## config.mk

```make
export PLATFORM = sky130hd
export DESIGN_NAME = wht_2d_arb
export DESIGN_NICKNAME = d
export VERILOG_FILES = /design/src/rtl/wht_2d_arb_pkg.sv /design/src/rtl/wht_2d_arb_tag_fifo.sv /design/src/rtl/wht_2d_arb.sv
export SDC_FILE = /design/constraint.sdc
export NUM_CORES = 1
export LEC_CHECK = 0
export ABC_AREA = 1
export CAP_MARGIN = 30
export CORE_MARGIN = 5
export CORE_UTILIZATION = 46
export DETAILED_ROUTE_END_ITERATION = 6
export GPL_TIMING_DRIVEN = 1
export PLACE_DENSITY = 0.93
export SLEW_MARGIN = 10
export SYNTH_ARGS = -nofsm -noshare
export SYNTH_HDL_FRONTEND = slang
export SYNTH_HIERARCHICAL = 1
export SYNTH_SLANG_ARGS = --single-unit
```

## constraint.sdc

```tcl
create_clock -name clk -period 5 [get_ports clk]
set_input_delay 0.5 -clock clk [delete_from_list [all_inputs] [get_ports clk]]
set_output_delay 0.5 -clock clk [all_outputs]
set_load 0.05 [all_outputs]
```

## src/rtl/wht_2d_arb_pkg.sv

```systemverilog
// Shared types and constants for the wht_2d engine arbiter.
// Pure declarations, no logic.
// Tag encoding identifies which requester a block belongs to.
package wht_pkg;

  localparam int ROWS_PER_BLK = 4;

  // Burst owner, stored in the tag FIFO while the block is inside the engine
  typedef enum logic {
    TAG_FWD = 1'b0,
    TAG_REV = 1'b1
  } tag_e;

  // Arbiter FSM states
  typedef enum logic {
    ST_IDLE  = 1'b0,
    ST_BURST = 1'b1
  } state_e;

  // Sticky error bit positions
  localparam int ERR_DROP   = 0;
  localparam int ERR_ORPHAN = 1;

endpackage

```

## src/rtl/wht_2d_arb_tag_fifo.sv

```systemverilog
// Tag FIFO: 1-bit burst owner per block in flight inside the engine.
// Latency: pop_dat shows the head combinationally; push visible next cycle.
// No internal backpressure; caller never pushes when full or pops when empty.
module wht_tag_fifo #(
  parameter int DEPTH = 4
) (
  input  logic                     clk,
  input  logic                     rst_n,
  input  logic                     push,
  input  logic                     push_dat,
  input  logic                     pop,
  output logic                     pop_dat,
  output logic                     full,
  output logic                     empty,
  output logic [$clog2(DEPTH):0]   count
);

  localparam int AW = $clog2(DEPTH);
  localparam int CW = AW + 1;

  logic [DEPTH-1:0] mem_q, mem_d;
  logic [AW-1:0]    wr_q, wr_d;
  logic [AW-1:0]    rd_q, rd_d;
  logic [CW-1:0]    cnt_q, cnt_d;

  // Pointer and occupancy update; DEPTH is a power of 2 so pointers wrap naturally
  always_comb begin
    mem_d = mem_q;
    wr_d  = wr_q;
    rd_d  = rd_q;
    if (push) begin
      mem_d[wr_q] = push_dat;
      wr_d        = wr_q + AW'(1);
    end
    if (pop) begin
      rd_d = rd_q + AW'(1);
    end
    cnt_d = cnt_q + CW'(push) - CW'(pop);
  end

  // Storage and pointers
  always_ff @(posedge clk or negedge rst_n) begin
    if (!rst_n) begin
      mem_q <= '0;
      wr_q  <= '0;
      rd_q  <= '0;
      cnt_q <= '0;
    end else begin
      mem_q <= mem_d;
      wr_q  <= wr_d;
      rd_q  <= rd_d;
      cnt_q <= cnt_d;
    end
  end

  assign pop_dat = mem_q[rd_q];
  assign full    = (cnt_q == CW'(DEPTH));
  assign empty   = (cnt_q == '0);
  assign count   = cnt_q;

endmodule

```

## src/rtl/wht_2d_arb.sv

```systemverilog
// Block-granular arbiter sharing one wht_2d engine between fwd and rev paths.
// Latency: engine drive 1 cycle after acceptance; output demux 1 cycle after eng_pix_ivalid.
// Backpressure: ready only to the granted requester; no grant while TAG_DEPTH blocks are in flight.
// Option: WHT_ARB_FWD_PRIO_EN makes fwd win every contested grant (default round-robin).
module wht_2d_arb
  import wht_pkg::*;
#(
  parameter int ROW_W     = 52,
  parameter int OUT_W     = 68,
  parameter int TAG_DEPTH = 4
) (
  input  logic             clk,
  input  logic             rst_n,
  input  logic             fwd_valid,
  input  logic [ROW_W-1:0] fwd_row,
  output logic             fwd_ready,
  input  logic             rev_valid,
  input  logic [ROW_W-1:0] rev_row,
  output logic             rev_ready,
  output logic [ROW_W-1:0] eng_blk_o,
  output logic             eng_valid_o,
  input  logic [OUT_W-1:0] eng_pix_i,
  input  logic             eng_pix_ivalid,
  output logic [OUT_W-1:0] fwd_pix_o,
  output logic             fwd_pix_ovalid,
  output logic [OUT_W-1:0] rev_pix_o,
  output logic             rev_pix_ovalid,
  output logic             pix_last_o,
  output logic             busy,
  output logic [1:0]       err
);

  localparam int         CW       = $clog2(TAG_DEPTH) + 1;
  localparam logic [1:0] LAST_ROW = 2'(ROWS_PER_BLK - 1);

  state_e           state_q, state_d;
  logic [1:0]       beat_q, beat_d;
  tag_e             gnt_q, gnt_d;
  tag_e             last_q, last_d;
  logic             run_q;
  tag_e             pick;
  tag_e             cur;
  logic             can_grant;
  logic             beat_act;
  logic             sel_vld;
  logic [ROW_W-1:0] sel_row;

  logic             tag_push, tag_pop, tag_full, tag_empty, tag_head;
  logic [CW-1:0]    tag_cnt;

  logic [ROW_W-1:0] eng_blk_q, eng_blk_d;
  logic             eng_vld_q, eng_vld_d;
  logic [OUT_W-1:0] fwd_pix_q, fwd_pix_d, rev_pix_q, rev_pix_d;
  logic             fwd_pvld_q, fwd_pvld_d, rev_pvld_q, rev_pvld_d;
  logic             plast_q, plast_d;
  logic [1:0]       out_cnt_q, out_cnt_d;
  logic [1:0]       err_q, err_d;
  logic             rx, orphan;

  wht_tag_fifo #(.DEPTH(TAG_DEPTH)) u_tag_fifo (
    .clk      (clk),
    .rst_n    (rst_n),
    .push     (tag_push),
    .push_dat (pick),
    .pop      (tag_pop),
    .pop_dat  (tag_head),
    .full     (tag_full),
    .empty    (tag_empty),
    .count    (tag_cnt)
  );

  // Winner selection among current requesters; run_q keeps grants off while in reset
  always_comb begin
    can_grant = run_q && (fwd_valid || rev_valid) && !tag_full;
    if (fwd_valid && rev_valid) begin
`ifdef WHT_ARB_FWD_PRIO_EN
      pick = TAG_FWD;
`else
      pick = (last_q == TAG_FWD) ? TAG_REV : TAG_FWD;
`endif
    end else begin
      pick = fwd_valid ? TAG_FWD : TAG_REV;
    end
  end

  // Block FSM. The grant for the next block is taken on the cycle its beat 0 lands,
  // right after beat 3, so back-to-back blocks have no bubble and a requester's
  // valid is only ever judged for the row it is actually presenting.
  always_comb begin
    state_d  = state_q;
    beat_d   = beat_q;
    gnt_d    = gnt_q;
    last_d   = last_q;
    beat_act = 1'b0;
    cur      = gnt_q;
    tag_push = 1'b0;
    case (state_q)
      ST_IDLE: begin
        if (can_grant) begin
          beat_act = 1'b1;
          cur      = pick;
          tag_push = 1'b1;
          gnt_d    = pick;
          last_d   = pick;
          beat_d   = 2'd1;
          state_d  = ST_BURST;
        end
      end
      default: begin
        beat_act = 1'b1;
        beat_d   = beat_q + 2'd1;
        if (beat_q == LAST_ROW) begin
          beat_d  = 2'd0;
          state_d = ST_IDLE;
        end
      end
    endcase
  end

  assign fwd_ready = beat_act && (cur == TAG_FWD);
  assign rev_ready = beat_act && (cur == TAG_REV);

  // Engine drive; a missing row still consumes its beat as zeros to keep engine framing
  always_comb begin
    sel_vld   = (cur == TAG_FWD) ? fwd_valid : rev_valid;
    sel_row   = (cur == TAG_FWD) ? fwd_row : rev_row;
    eng_vld_d = beat_act;
    eng_blk_d = eng_blk_q;
    if (beat_act) begin
      eng_blk_d = sel_vld ? sel_row : '0;
    end
  end

  // Output demux: route engine rows to the head tag's path, pop on the block's last row
  always_comb begin
    rx         = eng_pix_ivalid && !tag_empty;
    orphan     = eng_pix_ivalid && tag_empty;
    tag_pop    = rx && (out_cnt_q == LAST_ROW);
    out_cnt_d  = rx ? out_cnt_q + 2'd1 : out_cnt_q;
    fwd_pvld_d = rx && (tag_e'(tag_head) == TAG_FWD);
    rev_pvld_d = rx && (tag_e'(tag_head) == TAG_REV);
    fwd_pix_d  = fwd_pvld_d ? eng_pix_i : fwd_pix_q;
    rev_pix_d  = rev_pvld_d ? eng_pix_i : rev_pix_q;
    plast_d    = tag_pop;
    err_d      = err_q;
    if (beat_act && !sel_vld) err_d[ERR_DROP] = 1'b1;
    if (orphan)               err_d[ERR_ORPHAN] = 1'b1;
  end

  // Control state
  always_ff @(posedge clk or negedge rst_n) begin
    if (!rst_n) begin
      state_q <= ST_IDLE;
      beat_q  <= 2'd0;
      gnt_q   <= TAG_FWD;
      last_q  <= TAG_REV;
      run_q   <= 1'b0;
    end else begin
      state_q <= state_d;
      beat_q  <= beat_d;
      gnt_q   <= gnt_d;
      last_q  <= last_d;
      run_q   <= 1'b1;
    end
  end

  // Registered datapath outputs and sticky errors
  always_ff @(posedge clk or negedge rst_n) begin
    if (!rst_n) begin
      eng_blk_q  <= '0;
      eng_vld_q  <= 1'b0;
      fwd_pix_q  <= '0;
      rev_pix_q  <= '0;
      fwd_pvld_q <= 1'b0;
      rev_pvld_q <= 1'b0;
      plast_q    <= 1'b0;
      out_cnt_q  <= 2'd0;
      err_q      <= 2'b00;
    end else begin
      eng_blk_q  <= eng_blk_d;
      eng_vld_q  <= eng_vld_d;
      fwd_pix_q  <= fwd_pix_d;
      rev_pix_q  <= rev_pix_d;
      fwd_pvld_q <= fwd_pvld_d;
      rev_pvld_q <= rev_pvld_d;
      plast_q    <= plast_d;
      out_cnt_q  <= out_cnt_d;
      err_q      <= err_d;
    end
  end

  assign eng_blk_o      = eng_blk_q;
  assign eng_valid_o    = eng_vld_q;
  assign fwd_pix_o      = fwd_pix_q;
  assign fwd_pix_ovalid = fwd_pvld_q;
  assign rev_pix_o      = rev_pix_q;
  assign rev_pix_ovalid = rev_pvld_q;
  assign pix_last_o     = plast_q;
  assign busy           = (state_q == ST_BURST) || (tag_cnt != '0);
  assign err            = err_q;

endmodule
```

==> Yosys cells after proc, flatten, opt, wreduce, memory -nomap -nowiden <==
Index checks and enable logic that the tools add are counted.
{ "word_totals": {"ff_bits": 213, "latchBits": 0, "mem_bits_rw": 0, "mem_bits_ro": 0, "in_bits": 177, "output_inout_bits": 197, "word_cells": 76, "n_memories": 0} }
{ "op_classes": {"addsub": 6, "mul": 0, "n_div": 0, "n_lt_le_gt_ge": 3, "n_eq_ne": 3, "shifts": 0, "n_mux": 21, "bitwise": 3, "reduce_logical": 21} }
{ "op_table": {"columns": ["operator", "n"], "rows": [
  ["52-bit 2-to-1 mux", 2],
  ["1-bit 2-to-1 mux", 13],
  ["1-bit logical AND", 12],
  ["2-bit by 1-bit adder with 2-bit output, second input constant", 4],
  ["2-bit by 3-bit < comparator with 1-bit output, second input constant", 2],
  ["2-bit 2-to-1 mux", 3],
  ["4-bit bitwise mux", 1],
  ["2-bit equality test, second input constant", 2],
  ["3-bit by 1-bit adder with 3-bit output", 1],
  ["3-bit equality test, second input constant", 1],
  ["1-bit zero test", 3],
  ["3-bit zero test", 1],
  ["1-bit NOT", 3],
  ["3-bit nonzero test", 1],
  ["3-bit by 1-bit subtractor with 3-bit output", 1],
  ["1-bit binary-select mux with 2-bit select", 1],
  ["1-bit demux with 2-bit select", 1],
  ["2-bit by 1-bit >= comparator with 1-bit output, second input constant", 1],
  ["1-bit logical OR", 2],
  ["2-bit AND reduction", 1],
  ["2-bit nonzero test", 1]
]} }

==> Logic depth before layout (Yosys ltp) <==
Gate-level depths: netlist of run 1.
{ "depth": {"ltp_word": 8, "depth_mapped": 13, "mapped_depth_nobuf": 12} }

==> Cells and area by module <==
The synthesis of run 1 kept the hierarchy.
{ "modules_own_cells": {"columns": ["mod", "n_inst", "cells_per_inst", "area_each_um2", "seq_area_each_um2"], "rows": [
  ["wht_2d_arb", 1, 965, 8390.5, 5056.1],
  ["wht_tag_fifo", 1, 67, 580.6, 275.3]
]} }

==> Worst setup path after synthesis of run 1 <==
OpenSTA, ideal clock, no wires.
{ "synth_timing": {"kind": "flip-flop to output port", "start": "register u_tag_fifo.cnt_q[1] (netlist: u_tag_fifo/count[1])", "end": "output rev_ready", "t_arrival_ps": 2022, "t_required_ps": 4500, "setup_slack_ps": 2478, "stages_incl_launch_ff": 11, "n_path_buf": 2, "cell_sequence": "dfrtp_1 inv_1 nand2_1 nor2_1 inv_1 nand2_1 nor2_1 nand3_2 buf_4 buf_2 a21oi_1"} }
{ "synth_between": {"elab_chain_len": 6, "elab_cells_between_ends": 8, "cone_classes": "1 x eq/ne; 4 x mux; 3 x reduce/logical"} }
{ "synth_lines": {"columns": ["element", "line", "source"], "rows": [
  ["start, declared", "wht_2d_arb_tag_fifo.sv:24", "logic [CW-1:0] cnt_q, cnt_d;"],
  ["start signal, assigned", "wht_2d_arb_tag_fifo.sv:52", "cnt_q <= cnt_d;"],
  ["3-bit equality test (*)", "wht_2d_arb_tag_fifo.sv:57", "assign full = (cnt_q == CW'(DEPTH));"],
  ["named net tag_full", "wht_2d_arb.sv:48", "logic tag_push, tag_pop, tag_full, tag_empty, tag_head;"],
  ["1-bit zero test (*)", "wht_2d_arb.sv:74", "can_grant = run_q && (fwd_valid || rev_valid) && !tag_full;"],
  ["1-bit logical AND (*)", "wht_2d_arb.sv:74", null],
  ["1-bit 2-to-1 mux (on tied branches)", null, null],
  ["1-bit 2-to-1 mux", "wht_2d_arb.sv:97", "case (state_q)"],
  ["1-bit logical AND (*)", "wht_2d_arb.sv:121", "assign rev_ready = beat_act && (cur == TAG_REV);"],
  ["end, declared", "wht_2d_arb.sv:19", "output logic rev_ready,"]
]} }
The timed path passes the listed nets; every way through them passes the cells marked *.

==> Worst setup path after layout of run 1 <==
Same ends and word-level chain as after synthesis.

==> flow_metrics.py, run 1 <==
metrics = {
    "global_routing": {
        "antenna_found_initial": 0,
        "overflow": 0,
        "grt_pass1_wl_mm": 46.22,
        "grt_start_max_net_pins": 107,
        "grt_pass1_vias": 8605,
        "grtUsageTotal_pct": 26.14,
    },
    "clocking": {
        "clockBufferDepth": 3,
        "htreeDepth": 1,
        "cts.sinks": 213,
        "clk_pin_slew_ps": 60,
        "insertion_delay_ps": 500,
        "cts-resized-gates": 0,
        "post_cts_buffers": 0,
        "cts_buffers": 22,
        "cts_tree": "yes",
        "postCtsHoldBufs": 1,
        "cts-root-buf": "clkbuf_16",
    },
    "power_and_ir_drop": {
        "ir_drop_uv": 530.7,
        "leakage_nw": 6.664,
        "p_per_area_mw_per_mm2": 839.2,
        "p_total_mw": 11.44,
    },
    "cells_and_area": {
        "area_delta_synth_final_pct": 51.90,
        "nFillCells": 1336,
        "final_nets": 1564,
        "final_util_pct": 70.48,
        "layout.cells.non_filler": 1658,
        "diodes": 0,
        "layout-drive-gt1-share_pct": 4.235,
    },
    "timing": {
        "drv_slew": 0,
        "finalHoldViolCount": 0,
        "rsz0062_at_grt": "false",
        "fin_skew_ps": 13.43,
        "fmax_ghz": 0.2984,
        "holdWs_ps": 459.3,
        "setup_violations": 0,
        "tightestPinTransition_ps": 927.1,
        "finalCritPeriodShare_pct": 67.03,
        "slew_headroom_pct": 38.19,
        "post-route-min-period_ps": 3351,
        "finalSetupTns_ps": 0,
    },
    "drt": {
        "firstDrtPassIters": 7,
        "vias_per_cell": 5.128,
        "wl_met1_mm": 11.16,
        "drt_iter0_drc": 550,
        "wl_met2_mm": 14.57,
        "drc_errors": 0,
        "wire_per_inst_um": 18.29,
        "via_count": 8502,
        "highest_layer": "met4",
        "ant_nets": 0,
        "wl_met3_mm": 3.372,
        "finalWirelength_mm": 30.32,
    },
    "job": {
        "max-cap-violations": 0,
    },
    "min_path": {
        "hold_class": "reg2reg",
    },
    "logic_synthesis": {
        "synthArstFlopShare_pct": 100.0,
        "yosys_warnings": 6,
        "synth_area_leaders": "dfrtp_1, nand2_1, o21ai_0",
        "synth-main-ff-cell": "dfrtp_1",
        "yosysSeqAreaShare_pct": 59.43,
        "syn_inst": 1032,
        "ys_types": 29,
        "synth_area_per_cell_um2": 8.693,
        "yosysTopAreaCell": "dfrtp_1",
        "syn_nets": 1218,
        "syn-cell-area_mm2": 0.008971,
        "yosysTopAreaCellShare_pct": 59.14,
        "synth-seq-cells": 213,
        "synth_edf_count": 0,
    },
    "setup_path": {
        "end_kind": "output port",
        "cp_max_fo": 12,
        "worstPathArrival_ps": 2850,
        "worstSetupStartpointType": "flip-flop",
        "crit_type": "reg2out",
        "required_ps": 4500,
        "reg2reg_slack_ps": 2070,
    },
    "floorplan": {
        "rows": 51,
        "die_h_um": 149.7,
        "die_area_mm2": 0.02240,
        "io_pins": 374,
        "core-area_mm2": 0.01933,
        "die_x_um": 149.7,
        "start_util_pct": 46.40,
    },
    "status": {
        "status": "complete, no violations",
    },
    "place": {
        "post-dp-hpwl_mm": 21.84,
        "port_buffers": 373,
        "dp_cells": 1618,
        "routabilityCongestion": 0.9688,
    },
}
-- final timing paths --
path,from,end,cells past startpoint
max in group asynchronous,rst_n,last_q,4
min in group asynchronous,rst_n,rev_pix_o[35],2
min,err[1],err[1],1
max,u_tag_fifo/count[1],rev_ready,9
max reg2reg,u_tag_fifo/count[1],eng_blk_o[4],13
min reg2reg,err[1],err[1],1
-- logic make-up (layout without fill, tap and decap cells) --
logic type | after synthesis | after routing | synth area share, %
compound gates | 149 | 149 | 8.494
xor+xnor | 4 | 4 | 0.3905
buf+inv | 158 | 519 | 7.448
other cells | 1 | 1 | 0.04180
flops | 213 | 213 | 59.43
simple gates | 498 | 498 | 22.86
fa+ha+maj | 9 | 9 | 1.339
-- cell usage in the layout, fill, tap and decap left out, drive strengths merged, types with 6 or more instances in the layout --
cell / synthesis / layout
buf: 36 / 9
nand2: 377 / 377
inv: 97 / 96
nand3: 109 / 109
dfrtp: 212 / 212
ha: 8 / 8
clkdlybuf4s50: 0 / 372
clkbuf: 25 / 31
clkinv: 0 / 6
nor2: 9 / 9
o21ai: 144 / 144
-- layout make-up --
type,count,area (um^2),area share [%]
Timing Repair Buffer,383,3847,28.23
Inverter,97,365.4,2.681
Tap cell,265,331.6,2.433
Multi-Input combinational cell,661,2987,21.92
Clock inverter,9,122.6,0.8998
Clock buffer,30,641.9,4.710
Sequential cell,213,5331,39.12
-- flip-flops by register name, summed over array words and instances, names as in the netlist, 3 cells and up --
name	flops
eng_blk_o	52
rev_pix_o	68
u_tag_fifo/mem_q	4
u_tag_fifo/count	3
fwd_pix_o	68
-- cells in the mapped netlist (2+ instances only) --
cell / n
buf_2: 27
clkbuf_1: 25
a21oi_1: 2
ha_1: 8
dfrtp_1: 212
xor2_1: 4
nor2_1: 8
buf_1: 3
nand2_4: 2
nand3_1: 106
inv_1: 95
nand2_1: 374
inv_2: 2
buf_6: 5
nor3_1: 2
o21ai_1: 4
nand3_2: 3
o21ai_0: 139
-- worst max-delay path, stage by stage, from the launching register on --
cell	delay, ps
dfrtp_1	470
inv_1	80
nand2_1	120
nor2_1	70
inv_1	50
nand2_1	100
nor2_1	140
nand3_2	260
a21oi_1	250
clkdlybuf4s50_1	830
-- layer usage --
layer	up-vias	global-route usage, %
met4	0	9.286
met5	-	0
met1	3993	31.67
li1	3932	-
met3	80	7.935
met2	497	44.43
-- metrics by stage --
| step | area [um^2] | worst slack, ps |
|---|---|---|
| detailed placement | 12850 | 1840 |
| CTS | 13630 | 1638 |
| finish | 13630 | 1649 |
| global placement | 12820 | 1944 |
| global route | 13630 | 1437 |
| floorplan | 8971 | 2478 |
-- power breakdown --
group          internal [mW]  switching, mW  leakage, nW
sequential              2.57          0.534         2.67
combinational           1.97           4.65         3.62
clock                   1.05          0.657        0.378
Note: power is estimated with default switching activity, not from simulation.
==> inputs of run 2 (changes only) <==
--- a/config.mk
+++ b/config.mk
@@ -8,10 +8,10 @@
 export ABC_AREA = 1
 export CAP_MARGIN = 30
 export CORE_MARGIN = 5
-export CORE_UTILIZATION = 46
+export CORE_UTILIZATION = 39
 export DETAILED_ROUTE_END_ITERATION = 6
 export GPL_TIMING_DRIVEN = 1
-export PLACE_DENSITY = 0.93
+export PLACE_DENSITY = 0.85
 export SLEW_MARGIN = 10
 export SYNTH_ARGS = -nofsm -noshare
 export SYNTH_HDL_FRONTEND = slang
==> constraint.sdc (replaced) <==
create_clock -name clk -period 2.7 [get_ports clk]
set_input_delay 0.27 -clock clk [delete_from_list [all_inputs] [get_ports clk]]
set_output_delay 0.27 -clock clk [all_outputs]
set_load 0.05 [all_outputs]
==> run 2 against run 1 <==
Net effect: combinational power increased by 87%; first-iteration DRC count increased by 12%; sequential power increased by 83%; count of clock-buffer cells in the layout increased by 1; register-to-register slack got worse by 1700 ps; power increased by 89%; highest routed layer unchanged; largest power group unchanged; critical path type unchanged.
==> flow_metrics.py, run 2 (synthesis gave the netlist of run 1 again) <==
metrics = {
    "clocking": {
        "insertion_delay_ps": 510,
        "clk_pin_slew_ps": 60,
        "cts.sinks": 213,
        "cts_buffers": 24,
        "clockBufferDepth": 3,
        "cts-root-buf": "clkbuf_16",
        "cts_tree": "yes",
        "htreeDepth": 1,
    },
    "timing": {
        "post-route-min-period_ps": 2470,
        "holdWs_ps": 342.4,
        "setup_violations": 0,
        "drv_slew": 0,
        "finalSetupTns_ps": 0,
        "rsz0062_at_grt": "false",
        "finalCritPeriodShare_pct": 91.48,
        "tightestPinTransition_ps": 670.3,
        "finalHoldViolCount": 0,
        "slew_headroom_pct": 55.31,
        "fin_skew_ps": 12.10,
        "fmax_ghz": 0.4049,
    },
    "drt": {
        "ant_nets": 0,
        "via_count": 8493,
        "wire_per_inst_um": 17.36,
        "firstDrtPassIters": 5,
        "finalWirelength_mm": 29.45,
        "vias_per_cell": 5.005,
        "drc_errors": 0,
        "drt_iter0_drc": 614,
    },
    "floorplan": {
        "rows": 55,
        "die_x_um": 161.7,
        "io_pins": 374,
        "start_util_pct": 39.62,
        "die_area_mm2": 0.02614,
        "core-area_mm2": 0.02264,
        "die_h_um": 161.7,
    },
    "setup_path": {
        "required_ps": 2430,
        "end_kind": "output port",
        "worstSetupStartpointType": "flip-flop",
        "max_stage_delay_ps": 440,
        "crit_path_start": "u_tag_fifo/count[1]",
        "cp_cell_sequence": "inv_1, nand2_1, nor2_1, inv_1, nand2_1, nor2_1, nand3_2, nand2_4, buf_16, nor2_2, buf_6",
        "reg2reg_from": "u_tag_fifo/count[1]",
        "worstPathArrival_ps": 2200,
        "crit_type": "reg2out",
        "cp_slowest_cell": "dfrtp_2",
        "cp_max_fo": 54,
    },
    "global_routing": {
        "overflow": 0,
        "antenna_found_initial": 3,
        "grtUsageTotal_pct": 21.71,
        "grt_pass1_vias": 8605,
        "grt_pass1_wl_mm": 45.94,
        "grt_start_max_net_pins": 95,
    },
    "place": {
        "post-dp-hpwl_mm": 21.22,
        "port_buffers": 373,
        "routabilityCongestion": 0.8930,
        "dp_cells": 1647,
    },
    "job": {
        "max-cap-violations": 0,
    },
    "cells_and_area": {
        "layout.cells.non_filler": 1697,
        "area_delta_synth_final_pct": 55.26,
        "nFillCells": 1818,
        "layout-drive-gt1-share_pct": 5.678,
        "final_cell_mix": "nand2_1, clkdlybuf4s50_1, dfrtp_1",
        "layout_commonest_cell": "nand2_1",
        "final_nets": 1577,
        "final_util_pct": 61.52,
    },
    "power_and_ir_drop": {
        "p_total_mw": 21.60,
        "leakage_nw": 6.805,
        "ir_drop_uv": 919.8,
        "p_per_area_mw_per_mm2": 1551,
    },
    "min_path": {
        "hold_class": "in2reg",
        "hold_start": "eng_pix_i[29]",
    },
    "status": {
        "status": "complete, no violations",
    },
}
==> run 2: layout make-up <==
type                            count  area (um^2)  share of cell area [%]
Antenna cell                        3        7.507                 0.05390
Clock buffer                       31        688.2                   4.941
Clock inverter                     13        172.7                   1.240
Inverter                           97        365.4                   2.623
Multi-Input combinational cell    661         2989                   21.46
Sequential cell                   213         5333                   38.29
Tap cell                          285        356.6                   2.560
Timing Repair Buffer              394         4016                   28.84
==> run 2: worst max-delay path: cells and delay by family, from the launching register on <==
kind / cells / cell delay (ps)
and+or+nand+nor: 7 / 740
buffers and inverters: 4 / 500
DFF: 1 / 440
==> run 2: repair_timing <==
item | 4_1_cts | 5_1_grt
buffers inserted | 0 | 2
endpoints found under the hold margin | 80 | 0
gates resized for setup | 0 | 4
setup endpoints to repair | 0 | 1
hold buffers | 1 | 0
==> run 2: per-layer routing <==
metal  share of wire [%]  track usage [%]
met5                   0                0
met1                  37            25.52
met3                  11            7.536
met2                  48            36.72
met4                 4.2            8.574
==> run 2: final timing paths <==
kind,to,slack [ps],depth (start not counted)
setup / recovery,fwd_ready,230,11
hold / removal,rev_pix_o[29],340,3
min in group asynchronous,fwd_pix_o[64],410,2
hold reg to reg,err[1],460,1
setup reg to reg,u_tag_fifo/count[1],420,10
max in group asynchronous,u_tag_fifo/count[1],1520,3
==> run 2: metrics by stage <==
stage          area [um^2]  setup WS (ps)
3_5_place_dp         13020          259.8
2_1_floorplan         8971          407.8
3_3_place_gp         13020          310.6
4_1_cts              13890          76.69
5_1_grt              13930          25.70
6_report             13930          230.0
==> run 2: power by group <==
| part | switching [mW] | total (mW) | internal (mW) |
|---|---|---|---|
| clock | 1.30 | 3.48 | 2.18 |
| sequential | 0.925 | 5.69 | 4.76 |
| combinational | 8.58 | 12.4 | 3.85 |
| total | 10.8 | 21.6 | 10.8 |
